[config.mk]
export PLATFORM = sky130hd
export DESIGN_NAME = pwm_gen4
export DESIGN_NICKNAME = d
export VERILOG_FILES = /design/src/rtl/pwm_pkg.sv /design/src/rtl/pwm_ch.sv /design/src/rtl/pwm_gen4.sv
export SDC_FILE = /design/constraint.sdc
export NUM_CORES = 1
export LEC_CHECK = 0
export ABC_AREA = 1
export BUFFER_PORTS_ARGS = -buffer_cell sky130_fd_sc_hd__buf_2
export CORE_MARGIN = 4
export CORE_UTILIZATION = 40
export DETAILED_ROUTE_END_ITERATION = 16
export PLACE_DENSITY_LB_ADDON = 0.3
export SYNTH_ARGS = -nofsm -noshare
export SYNTH_HDL_FRONTEND = slang
export SYNTH_SLANG_ARGS = --single-unit
export TNS_END_PERCENT = 50
[constraint.sdc]
create_clock -name clock -period 10.64 [get_ports clock]
set_input_delay 0.532 -clock clock [delete_from_list [all_inputs] [get_ports clock]]
set_output_delay 0.532 -clock clock [all_outputs]
set_load 0.02 [all_outputs]
[src/rtl/pwm_pkg.sv]
// pwm_pkg: shared constants, shadow-register type and helpers for the PWM generator.
// No ports; imported by pwm_ch and pwm_gen4.
package pwm_pkg;
    localparam int          PWM_STEPS    = 100;
    localparam int          PWM_FREQ_W   = 16;
    localparam int          PWM_DUTY_W   = 7;
    localparam logic [15:0] PWM_FREQ_RST = 16'd100;
    localparam logic [6:0]  PWM_DUTY_MAX = 7'd100;

    typedef struct packed {
        logic [PWM_FREQ_W-1:0] freq;
        logic [PWM_DUTY_W-1:0] duty;
    } pwm_cfg_t;

    // A frequency setting of 0 would never wrap the tick counter, so it runs as 1.
    function automatic logic [PWM_FREQ_W-1:0] freq_eff(input logic [PWM_FREQ_W-1:0] f);
        return (f == '0) ? PWM_FREQ_W'(1) : f;
    endfunction

    function automatic logic [PWM_DUTY_W-1:0] duty_clamp(input logic [PWM_DUTY_W-1:0] d);
        return (d > PWM_DUTY_MAX) ? PWM_DUTY_MAX : d;
    endfunction
endpackage

[src/rtl/pwm_ch.sv]
// pwm_ch: one PWM channel with tick/step counters and double-buffered settings.
// Ports: i_clk clock, i_rst_n async active-low reset, i_freq clocks per step,
//        i_duty duty in percent, o_pwm PWM output, o_sync one-clock period-start pulse.
module pwm_ch
    import pwm_pkg::*;
#(
    parameter int STEPS = PWM_STEPS
) (
    input  logic                  i_clk,
    input  logic                  i_rst_n,
    input  logic [PWM_FREQ_W-1:0] i_freq,
    input  logic [PWM_DUTY_W-1:0] i_duty,
    output logic                  o_pwm,
    output logic                  o_sync
);
    pwm_cfg_t              r_sh;
    logic [PWM_FREQ_W-1:0] r_tick;
    logic [PWM_DUTY_W-1:0] r_step;
    logic                  r_pwm;
    logic                  r_sync;

    logic [PWM_FREQ_W-1:0] w_feff;
    logic                  w_tick_wrap;
    logic                  w_bound;
    logic [PWM_FREQ_W-1:0] w_tick_next;
    logic [PWM_DUTY_W-1:0] w_step_next;
    pwm_cfg_t              w_sh_next;

    always_comb begin
        w_feff      = freq_eff(r_sh.freq);
        w_tick_wrap = (r_tick == w_feff - PWM_FREQ_W'(1));
        w_bound     = w_tick_wrap && (r_step == PWM_DUTY_W'(STEPS - 1));
        w_tick_next = w_tick_wrap ? '0 : r_tick + PWM_FREQ_W'(1);
        w_step_next = !w_tick_wrap ? r_step : w_bound ? '0 : r_step + PWM_DUTY_W'(1);
        // Shadows reload only on the period boundary, from inputs sampled at that edge.
        w_sh_next   = w_bound ? pwm_cfg_t'{freq: i_freq, duty: duty_clamp(i_duty)} : r_sh;
    end

    always_ff @(posedge i_clk or negedge i_rst_n) begin
        if (!i_rst_n) begin
            r_tick <= '0;
            r_step <= '0;
            r_sh   <= pwm_cfg_t'{freq: PWM_FREQ_RST, duty: '0};
            r_pwm  <= 1'b0;
            r_sync <= 1'b0;
        end else begin
            r_tick <= w_tick_next;
            r_step <= w_step_next;
            r_sh   <= w_sh_next;
            // Computed from next-state values so the flop lines up with the counters.
            r_pwm  <= (w_step_next < w_sh_next.duty);
            r_sync <= w_bound;
        end
    end

    assign o_pwm  = r_pwm;
    assign o_sync = r_sync;
endmodule

[src/rtl/pwm_gen4.sv]
// pwm_gen4: four independent PWM channels mapped onto per-channel ports.
// Ports: clock, reset (async active-low), pwm_freq1..4 clocks per step,
//        pwm_duty1..4 duty in percent, pwm_out[N-1] / pwm_sync[N-1] for channel N.
module pwm_gen4
    import pwm_pkg::*;
#(
    parameter int STEPS = PWM_STEPS,
    parameter int NCH   = 4
) (
    input  logic                  clock,
    input  logic                  reset,
    input  logic [PWM_FREQ_W-1:0] pwm_freq1,
    input  logic [PWM_FREQ_W-1:0] pwm_freq2,
    input  logic [PWM_FREQ_W-1:0] pwm_freq3,
    input  logic [PWM_FREQ_W-1:0] pwm_freq4,
    input  logic [PWM_DUTY_W-1:0] pwm_duty1,
    input  logic [PWM_DUTY_W-1:0] pwm_duty2,
    input  logic [PWM_DUTY_W-1:0] pwm_duty3,
    input  logic [PWM_DUTY_W-1:0] pwm_duty4,
    output logic [NCH-1:0]        pwm_out,
    output logic [NCH-1:0]        pwm_sync
);
    logic [PWM_FREQ_W-1:0] w_freq [NCH];
    logic [PWM_DUTY_W-1:0] w_duty [NCH];

    assign w_freq[0] = pwm_freq1;
    assign w_freq[1] = pwm_freq2;
    assign w_freq[2] = pwm_freq3;
    assign w_freq[3] = pwm_freq4;
    assign w_duty[0] = pwm_duty1;
    assign w_duty[1] = pwm_duty2;
    assign w_duty[2] = pwm_duty3;
    assign w_duty[3] = pwm_duty4;

    for (genvar i = 0; i < NCH; i++) begin : g_ch
        pwm_ch #(.STEPS(STEPS)) u_ch (
            .i_clk   (clock),
            .i_rst_n (reset),
            .i_freq  (w_freq[i]),
            .i_duty  (w_duty[i]),
            .o_pwm   (pwm_out[i]),
            .o_sync  (pwm_sync[i])
        );
    end
endmodule

After elaboration in Yosys (flattened, before gate mapping)
Index checks and enable logic that the tools add are counted.
{ "totals": {"in_bits": 94, "wordCells": 84, "out_inout_bits": 8, "register_bits": 192} }
{ "classes": {"add_sub_neg": 12, "n_mux": 24, "eq_ne": 8, "n_reduce_logical": 8, "order_cmp": 8} }
{ "ops": {"columns": ["op", "count"], "rows": [
  ["16-bit 2-to-1 mux", 8],
  ["7-bit 2-to-1 mux", 16],
  ["16-bit by 1-bit adder with 16-bit output, second input constant", 4],
  ["16-bit == test", 4],
  ["16-bit zero test", 4],
  ["16-bit by 1-bit subtractor with 16-bit output, second input constant", 4],
  ["7-bit by 1-bit adder with 7-bit output, second input constant", 4],
  ["7-bit == test, second input constant", 4],
  ["7-bit greater-than comparator, second input constant", 4],
  ["7-bit < comparator", 4],
  ["1-bit logical AND", 4]
]} }

Longest topological paths before layout
Gate-level depths: netlist of the first run.
{ "logic_depth": {"depth_word": 8, "mapped_depth": 30} }

By module
From an unflattened synthesis of the first run, not the netlist that was laid out.
{ "unflattened": {"hier_cells": 1816, "area_unflattened_um2": 12782.3} }
{ "modules_own_cells": {"columns": ["mod", "instances", "cells_per_inst", "area_each_um2"], "rows": [
  ["pwm_ch", 4, 454, 3195.6]
]} }

Worst setup path before layout of the first run
Ideal clock, no wire load.
{ "synth_path": {"kind": "reg-to-reg", "from": "register g_ch[0].u_ch.r_sh[11] (netlist name)", "to": "register g_ch[0].u_ch.r_pwm", "required_time_ns": 10.563, "synth_period_minus_slack_ns": 3.405, "path_buffers": 2, "path_stages_with_launch": 29, "slack_ns": 7.235, "t_arrival_ns": 3.328, "path_cell_list": "dfrtp_1 > nor2_4 > nand2_2 > nor2_4 > nand2_2 > buf_6 > nand2_1 > inv_1 > ha_1 > nand2_1 > inv_1 > nand2_1 > nand2_1 > nand2_1 > nand2_1 > nand2_1 > nand3_1 > nor2_1 > nand2_1 > nor2_4 > nand2_2 > buf_2 > o21ai_1 > nand2_1 > nor2_1 > ha_1 > a21oi_1 > nand2_1 > a21oi_1"} }
{ "synth_via": {"elab_chain_cells": 8} }
{ "synth_lines": {"columns": ["item", "line", "rtl"], "rows": [
  ["start, declared", "pwm_ch.sv:16", "pwm_cfg_t r_sh;"],
  ["start signal, assigned", "pwm_ch.sv:43", "r_sh <= pwm_cfg_t'{freq: PWM_FREQ_RST, duty: '0};"],
  ["start signal, assigned", "pwm_ch.sv:49", "r_sh <= w_sh_next;"],
  ["16-bit zero test", "pwm_pkg.sv:17", "return (f == '0) ? PWM_FREQ_W'(1) : f;"],
  ["16-bit 2-to-1 mux (*)", "pwm_pkg.sv:17", null],
  ["16-bit by 1-bit subtractor with 16-bit output (*)", "pwm_ch.sv:31", "w_tick_wrap = (r_tick == w_feff - PWM_FREQ_W'(1));"],
  ["16-bit == test (*)", "pwm_ch.sv:31", null],
  ["1-bit logical AND", "pwm_ch.sv:32", "w_bound = w_tick_wrap && (r_step == PWM_DUTY_W'(STEPS - 1));"],
  ["7-bit 2-to-1 mux", "pwm_ch.sv:34", "w_step_next = !w_tick_wrap ? r_step : w_bound ? '0 : r_step + PWM_DUTY_W'(1);"],
  ["7-bit 2-to-1 mux (*)", "pwm_ch.sv:34", null],
  ["named net g_ch[0].u_ch.w_step_next[2]", "pwm_ch.sv:26", "logic [PWM_DUTY_W-1:0] w_step_next;"],
  ["7-bit < comparator (*)", "pwm_ch.sv:51", "r_pwm <= (w_step_next < w_sh_next.duty);"],
  ["end signal, assigned", "pwm_ch.sv:51", null],
  ["end, declared", "pwm_ch.sv:19", "logic r_pwm;"]
]} }
The timed path passes the listed nets; every way through them passes the cells marked *.
A chain may end at the register's enable or synchronous reset.

==> results of run 1 <==
## cells in the final DEF, fill, tap and decap left out, types with 5 or more instances in the layout
cell       count
dfstp_2       12
buf_2        100
nand2_1      376
mux2i_1        6
nand2_2       12
inv_2         13
o21ai_1       20
nor3b_1        7
o21ai_0       61
xnor2_1       25
clkbuf_16     17
o211ai_1       5
ha_1          36
or2_1         10
dfrtp_1      180
nor2_1       222
nor4_1        11
nor3_1        33
nor2_4         9
nand3b_1      15
inv_1        267
a21oi_2        7
or2_2          7
nand4_1       29
xor2_1        66
nand3_1      126
a21oi_1       49
a31oi_1        6
nand3_2        6
nor2_2        14
## final timing paths
kind	start	endpoint	slack, ns	depth (start not counted)
max	g_ch[2].u_ch.r_sh[15]$_DFFE_PN0P_	g_ch[2].u_ch.o_pwm$_DFF_PN0_	6.03	25
min	reset	g_ch[1].u_ch.r_sh[15]$_DFFE_PN0P_	0.06	1
max reg2reg	g_ch[2].u_ch.r_sh[15]$_DFFE_PN0P_	g_ch[2].u_ch.o_pwm$_DFF_PN0_	6.03	25
min reg2reg	g_ch[1].u_ch.r_sh[0]$_DFF_PN0_	g_ch[1].u_ch.r_sh[0]$_DFF_PN0_	0.47	2
max in group asynchronous	reset	g_ch[0].u_ch.r_sh[4]$_DFF_PN0_	9.25	2
min in group clock	pwm_freq4[5]	g_ch[3].u_ch.r_sh[12]$_DFFE_PN1P_	0.27	3
## registers in the layout (all words and copies together) (netlist names)
name	cells
g_ch.u_ch.o_pwm	4
g_ch.u_ch.o_sync	4
g_ch.u_ch.r_tick	64
g_ch.u_ch.r_step	28
g_ch.u_ch.r_sh	92
## cells by family (layout without fill, tap and decap cells)
group,Yosys count,after routing,share of synthesized area
buf+inv,311,418,0.100
flops,192,192,0.389
fa+ha+maj,36,36,0.0363
xor+xnor,93,93,0.0679
mux,12,12,0.0115
simple gates,890,890,0.324
compound gates,161,161,0.0719
## worst max-delay path: stages (launching register included)
cell	delay, ns
dfrtp_1	0.45
nor2_1	0.21
nand2_1	0.13
nor2_1	0.13
nand2_2	0.13
nand2_1	0.11
inv_1	0.04
ha_1	0.21
nand2_1	0.19
inv_1	0.10
nand2_1	0.12
xnor3_1	0.24
nor2_1	0.12
nand3_1	0.07
nor2_1	0.18
nand3_1	0.61
inv_1	0.53
nand3b_1	0.11
o21ai_0	0.13
inv_1	0.08
ha_1	0.29
nand2_1	0.06
inv_1	0.04
nand2_1	0.05
nand2_1	0.05
a21oi_1	0.14
## power groups by stage
stage | clock (mW) | combinational [mW] | sequential, mW
final | 0.635 | 0.165 | 0.773
after global routing | 0.687 | 0.191 | 0.775
after CTS | 0.654 | 0.167 | 0.772
after detailed placement | 0 | 0.166 | 0.786
after global placement | 0 | 0.163 | 0.786
after floorplan | 0 | 0.110 | 0.779
## final cells by class
class	instances	area [sq um]	share of cell area
Clock buffer	20	457	0.0330
Sequential cell	192	4820	0.349
Timing Repair Buffer	104	537	0.0388
Tap cell	396	495	0.0359
Multi-Input combinational cell	1192	6340	0.459
Inverter	282	1060	0.0766
Clock inverter	12	110	0.00797
## through the flow
step	worst slack (ns)	instance area (sq um)
floorplan	7.23	12400
global route	5.34	13800
CTS	5.99	13800
detailed placement	6.00	13300
finish	6.03	13800
global placement	6.06	13300
## cell usage after synthesis (all sizes together), types with 2 or more instances
cell type,n,area (sq um)
o211a,2,20.0
xor2,66,578
nor2,245,1020
o31ai,2,15.0
nor3,35,191
nor3b,8,65.1
nor4b,2,17.5
a31oi,6,37.5
xnor2,25,219
mux2,6,82.6
nand2,390,1510
nand3,133,708
dfrtp,180,4500
ha,36,450
nor4,11,68.8
inv,280,1050
a21oi,56,307
o211ai,5,37.5
nand3b,15,113
mux2i,6,60.1
or2,18,113
clkbuf,5,18.8
xnor3,2,45.0
o21a,3,22.5
o21ai,82,414
a211oi,2,15.0
dfstp,12,315
buf,24,165
nand4,29,181
and2,3,18.8
clkinv,2,7.51
## metal layers
| metal | GRT usage | vias to the layer above |
|---|---|---|
| met4 | 0.0444 | 2 |
| met1 | 0.244 | 4969 |
| li1 | - | 5538 |
| met2 | 0.295 | 221 |
| met5 | 0 | - |
| met3 | 0.0371 | 40 |
==> out/qor.csv, run 1 <==
stage;metric;value;unit
floorplan;Placeable Area;30600;sq um
drt;number of DRC violations after detailed routing;0;
sta;setup total negative slack;0;ns
logic_synthesis;number of warnings reported in the yosys synthesis log;0;
global_routing;maximum number of pins on one net before global-route repair;73;
pwr;share of total power in combinational logic;0.105;
global_routing;antenna violations before repair;1;
floorplan;ports placed on the boundary;102;
clock_tree;count of clock tree sinks;192;
cells_and_area;final core utilization;0.452;
clock_tree;Setup Fix Bufs, Post-CTS;0;
logic_synthesis;Post-synth EDFFs;0;
place;Final HPWL DP;22800;um
drt;met3 wirelength from detailed routing;1290;um
drt;drt first-iter violations;653;
logic_synthesis;async set-or-reset flop fraction in the synthesized netlist;1.00;
sta;total of endpoints with negative setup slack in the final report;0;
logic_synthesis;part of the Yosys area used for sequential elements;0.389;
run;Max Cap Violations;0;
sta;final max-slew violation count;0;
global_routing;Congestion Overflow GR;0;
worst_setup_path;critical path launch point type;flip-flop;
pwr;Max rail drop VDD;0.000120;V
drt;wire length on met1;14400;um
sta;RSZ-0062 raised after global routing;false;
clock_tree;number of gates resized after cts;0;
worst_setup_path;Critical Setup Path Class;reg -> reg;
clock_tree;Root Buffer;clkbuf_16;
clock_tree;hold buffers post-CTS;0;
drt;top metal layer carrying routed signals;met5;
sta;Min Clock Period, post-route;4.61;ns
drt;Final ANT Viol Nets;0;
floorplan;area of the die;33900;sq um
pwr;power density normalized to cell area;114;nW/um^2
logic_synthesis;syn nets;1825;
cells_and_area;nets;1919;
floorplan;number of cell rows;64;
pwr;share of total power in sequential cells;0.491;
logic_synthesis;Post-Syn Area;12400;sq um
pwr;clock network fraction of total power;0.404;
cells_and_area;diodes inserted;0;
sta;worst hold-check slack;0.0615;ns
logic_synthesis;count of unique library cells instantiated by Yosys;53;
drt;wire length per cell after detailed routing;13.5;um
floorplan;die boundary height;184;um
place;Placed Cells;2166;
worst_hold_path;worst hold path type;in -> async;
pwr;switching power total;424;uW
cells_and_area;synthesis-to-finish area growth;11.4;%
sta;transition time at the pin with the least slew margin;0.923;ns
pwr;internal power;1.15;mW
drt;metal2 WL;13600;um
logic_synthesis;Post-Syn Instances;1695;
drt;vias per cell;4.90;
clock_tree;Max clock buf depth;2;
floorplan;Die Wd;184;um
worst_setup_path;CP Data Required Time;11.01;ns
clock_tree;clock transition time at the flip-flop clock pins of the worst setup and hold paths;0.08;ns
global_routing;overall global routing resource usage;0.179;
worst_setup_path;highest fanout seen on the critical path;22;
logic_synthesis;Synth Flop Type;dfrtp_1;
sta;final hold violations;0;
drt;Post-Route WL;29700;um
worst_setup_path;Worst Setup End Kind;flip-flop;
drt;number of iterations in the first detailed-routing pass;5;
clock_tree;number of levels the H-tree was split into;4;
pwr;Design Power;1.57;mW
clock_tree;clock tree from TritonCTS;yes;
logic_synthesis;mean instance size in the synthesized netlist;7.32;sq um
pwr;leakage component of the power;7.26;nW
clock_tree;CTS Buf Count;17;
pwr;switching fraction of total power;0.269;
place;number of port buffers;101;
floorplan;initial core utilization;0.405;
drt;total vias in the final route;10800;
sta;maximum clock skew at final layout;0.0128;ns
cells_and_area;number of cells in the finished layout apart from fillers;2198;
place;last weighted congestion value of the routability-driven placer;0.919;
worst_setup_path;worst path arrival time;4.98;ns
logic_synthesis;flops & latches, synth;192;
sta;slew margin rel.;0.379;
status;status;complete, no violations;
sta;final cycle utilization of the critical path;0.433;
global_routing;number of global-route vias before repair;10500;
global_routing;wire length of the first global-routing pass;50100;um
cells_and_area;fill cell instance count of the final layout;3119;
cells_and_area;fraction of layout cells with a size suffix above 1;0.127;
sta;f_max;217;MHz
clock_tree;source-to-sink clock delay at the later pin of the worst-skew pair;0.45;ns
(Power assumes the default switching activity.)
==> inputs of run 2 (changes only) <==
Settings changed: ABC_AREA 1 to 0.
Clock period 10.64 ns to 3.9 ns, I/O delays scaled along.
==> run 2 against run 1 <==
  * The flow now finishes with violations (setup timing)
  * Power increased to 2.6 times the previous value
  * Cell count decreased by 14%
  * Die area decreased by 9.1%
==> out/qor.csv, run 2 <==
stage;metric;value;unit
status;status;finished with violations;
status;failing checks;setup timing;
sta;setup total negative slack;-0.770;ns
cells_and_area;leading cell type in the layout, fill and taps excluded;dfrtp_1;
place;number of port buffers;101;
logic_synthesis;post-synth top area cell;dfrtp_1;
sta;total of endpoints with negative setup slack in the final report;4;
global_routing;number of global-route vias before repair;9793;
sta;final cycle utilization of the critical path;1.06;
floorplan;number of cell rows;61;
drt;total vias in the final route;9526;
pwr;Max rail drop VDD;0.000268;V
logic_synthesis;count of unique library cells instantiated by Yosys;69;
cells_and_area;nets;1635;
logic_synthesis;async set-or-reset flop fraction in the synthesized netlist;1.00;
cells_and_area;most frequent cells in the layout;180 x dfrtp_1, 173 x nand2_1, 158 x buf_4;
worst_setup_path;Slowest cell on crit path;or4_1;
cells_and_area;Biggest register;g_ch.u_ch.r_sh;
logic_synthesis;mean instance size in the synthesized netlist;9.26;sq um
pwr;leakage component of the power;6.94;nW
worst_setup_path;critical path launch point type;flip-flop;
worst_hold_path;worst hold path type;in -> reg;
sta;maximum clock skew at final layout;0.0134;ns
cells_and_area;diodes inserted;0;
clock_tree;count of clock tree sinks;192;
logic_synthesis;Post-Syn Instances;1212;
cells_and_area;final core utilization;0.538;
worst_setup_path;Worst path max stage delay;0.54;ns
logic_synthesis;Post-synth EDFFs;0;
floorplan;die boundary height;176;um
clock_tree;number of levels the H-tree was split into;4;
drt;drt first-iter violations;405;
sta;final worst setup slack;-0.226;ns
global_routing;Congestion Overflow GR;0;
logic_synthesis;flops & latches, synth;192;
clock_tree;source-to-sink clock delay at the later pin of the worst-skew pair;0.44;ns
place;last weighted congestion value of the routability-driven placer;0.842;
floorplan;area of the die;30800;sq um
cells_and_area;max FFs per register;92;
worst_setup_path;Worst Setup End Kind;flip-flop;
global_routing;overall global routing resource usage;0.176;
worst_setup_path;CP cell instances;or4_1 > inv_1 > a21oi_2 > ha_2 > nor3b_4 > buf_4 > a21oi_4 > a211o_1 > a31oi_4 > nand4b_1 > nor4_4 > buf_4 > mux2_2 > ha_1 > o2111ai_2 > mux2_4 > a21oi_2 > o22ai_1;
logic_synthesis;syn nets;1342;
global_routing;antenna violations before repair;0;
floorplan;Placeable Area;27700;sq um
floorplan;Die Wd;176;um
drt;vias per cell;5.02;
clock_tree;Max clock buf depth;2;
sta;RSZ-0062 raised after global routing;true;
logic_synthesis;Post-Syn Area;11200;sq um
place;Final HPWL DP;19200;um
clock_tree;clock transition time at the flip-flop clock pins of the worst setup and hold paths;0.07;ns
sta;final max-slew violation count;0;
logic_synthesis;ranking of synthesized cells by instance count;180 x dfrtp_1, 173 x nand2_1, 128 x nor2_1;
clock_tree;clock tree from TritonCTS;yes;
pwr;power density normalized to cell area;277;nW/um^2
sta;f_max;242;MHz
drt;wire length per cell after detailed routing;14.0;um
floorplan;ports placed on the boundary;102;
worst_setup_path;Critical Setup Path Class;reg -> reg;
drt;number of iterations in the first detailed-routing pass;5;
run;Max Cap Violations;0;
logic_synthesis;leading cell type by number of instances after synthesis;dfrtp_1;
global_routing;wire length of the first global-routing pass;45600;um
clock_tree;Root Buffer;clkbuf_16;
logic_synthesis;number of warnings reported in the yosys synthesis log;0;
worst_setup_path;worst path arrival time;4.44;ns
cells_and_area;registers with the most flip-flops;g_ch.u_ch.r_sh (92), g_ch.u_ch.r_tick (64), g_ch.u_ch.r_step (28);
worst_setup_path;minimum setup slack among reg-to-reg paths;-0.23;ns
clock_tree;CTS Buf Count;17;
drt;Final ANT Viol Nets;0;
floorplan;initial core utilization;0.405;
cells_and_area;fraction of layout cells with a size suffix above 1;0.283;
sta;transition time at the pin with the least slew margin;0.861;ns
logic_synthesis;part of the Yosys area used for sequential elements;0.429;
cells_and_area;fill cell instance count of the final layout;2455;
worst_setup_path;end of the worst register-to-register path;g_ch[3].u_ch.o_pwm$_DFF_PN0_;
drt;Post-Route WL;26500;um
worst_setup_path;worst flop-to-flop path startpoint;g_ch[3].u_ch.r_sh[8]$_DFFE_PN0P_;
cells_and_area;synthesis-to-finish area growth;32.9;%
sta;final hold violations;0;
worst_hold_path;launch point of the worst hold path;pwm_duty1[1];
worst_setup_path;CP Data Required Time;4.22;ns
global_routing;maximum number of pins on one net before global-route repair;82;
logic_synthesis;Synth Flop Type;dfrtp_1;
logic_synthesis;post-synth top area share;0.401;
logic_synthesis;top area cells in the synthesized netlist;dfrtp_1 40%, nand2_1 5.8%, xnor2_1 5.5%, xor2_1 5.1%, nor2_1 4.3%;
worst_hold_path;number of cells traversed by the worst hold path;2;
sta;slew margin rel.;0.420;
drt;number of DRC violations after detailed routing;0;
worst_hold_path;Hold Path End;g_ch[0].u_ch.r_sh[1]$_DFF_PN0_;
sta;Min Clock Period, post-route;4.13;ns
worst_setup_path;reg2reg path depth;18;
worst_setup_path;highest fanout seen on the critical path;4;
run 2: cell count changes after synthesis, sizes merged, moves of 41 or more:
cell   previous run  this run
inv             280        47
nand2           390       174
nand3           133        57
nor2            245       128
o21ai            82        41
xnor2            25        71
run 2: worst max-delay path by stage:
| stage | from | end | slack (ns) | depth (start not counted) |
|---|---|---|---|---|
| 2_1_floorplan | g_ch[0].u_ch.r_sh[12]$_DFFE_PN1P_ | g_ch[0].u_ch.o_pwm$_DFF_PN0_ | -0.31 | 22 |
| 3_3_place_gp | g_ch[0].u_ch.r_sh[13]$_DFFE_PN1P_ | g_ch[0].u_ch.o_pwm$_DFF_PN0_ | -0.24 | 20 |
| 3_5_place_dp | g_ch[3].u_ch.r_sh[12]$_DFFE_PN1P_ | g_ch[3].u_ch.o_pwm$_DFF_PN0_ | -0.44 | 17 |
| 4_1_cts | g_ch[0].u_ch.r_sh[17]$_DFFE_PN0P_ | g_ch[0].u_ch.o_pwm$_DFF_PN0_ | -0.27 | 20 |
| 5_1_grt | g_ch[3].u_ch.r_sh[13]$_DFFE_PN1P_ | g_ch[3].u_ch.o_pwm$_DFF_PN0_ | -0.45 | 18 |
| 6_report | g_ch[3].u_ch.r_sh[8]$_DFFE_PN0P_ | g_ch[3].u_ch.o_pwm$_DFF_PN0_ | -0.23 | 18 |
run 2: cell type report:
class                      count  area (sq um)  share of cell area
multi-input combinational    918          6450               0.432
sequential                   192          4820               0.323
timing repair buffer         329          2420               0.162
tap                          378           473              0.0317
clock buffer                  20           457              0.0306
inverter                      47           176              0.0118
clock inverter                12           120             0.00805
run 2: kinds of logic (layout without fill, tap and decap cells):
family | count (synthesis) | after routing | share of synthesized area
AOI/OAI and AO/OA | 144 | 144 | 0.0856
xor gates and xnor gates | 137 | 137 | 0.107
adders and majority gates | 36 | 36 | 0.0401
buffers and inverters | 102 | 408 | 0.0396
DFF | 192 | 192 | 0.429
muxes | 63 | 63 | 0.0646
and+or+nand+nor | 538 | 538 | 0.234
run 2: timing repair:
action	4_1_cts	5_1_grt
cloned	0	0
resized for setup	22	43
hold buffers	66	0
setup buffers	13	11
endpoints found under the hold margin	140	0
pin swaps	27	43
setup endpoints to repair	4	17
run 2: stage by stage:
stage / power, mW / cells / instance area, sq um / hold WS, ns / worst slack, ns
global route: 4.32 / 1896 / 14900 / 0.0111 / -0.453
floorplan: 2.23 / 1212 / 11500 / -0.101 / -0.311
global placement: 2.37 / 1775 / 13200 / 0.263 / -0.243
detailed placement: 2.38 / 1775 / 13200 / 0.263 / -0.438
finish: 4.14 / 1896 / 14900 / 0.0293 / -0.226
CTS: 4.20 / 1886 / 14600 / 0.000329 / -0.274
run 2: report_power, final:
| group | internal [mW] | switching, mW | total [mW] |
|---|---|---|---|
| clock | 0.930 | 0.810 | 1.74 |
| sequential | 2.03 | 0.0468 | 2.07 |
| combinational | 0.171 | 0.156 | 0.327 |
run 2: per-layer routing:
metal,track usage,part of all wire,up-vias
li1,-,-,4753
met1,0.233,0.47,4584
met2,0.302,0.48,163
met3,0.0293,0.032,26
met4,0.0435,0.012,0
met5,0,0,-
run 2: worst max-delay path, delay by kind of cell, from the launching register on:
family | cells | cell delay (ns)
multiplexers | 2 | 0.63
AND/OR/NAND/NOR | 4 | 1.32
AO/OA/AOI/OAI | 7 | 0.78
buffers and inverters | 3 | 0.41
flip-flops | 1 | 0.37
adder cells (fa/ha/maj) | 2 | 0.50
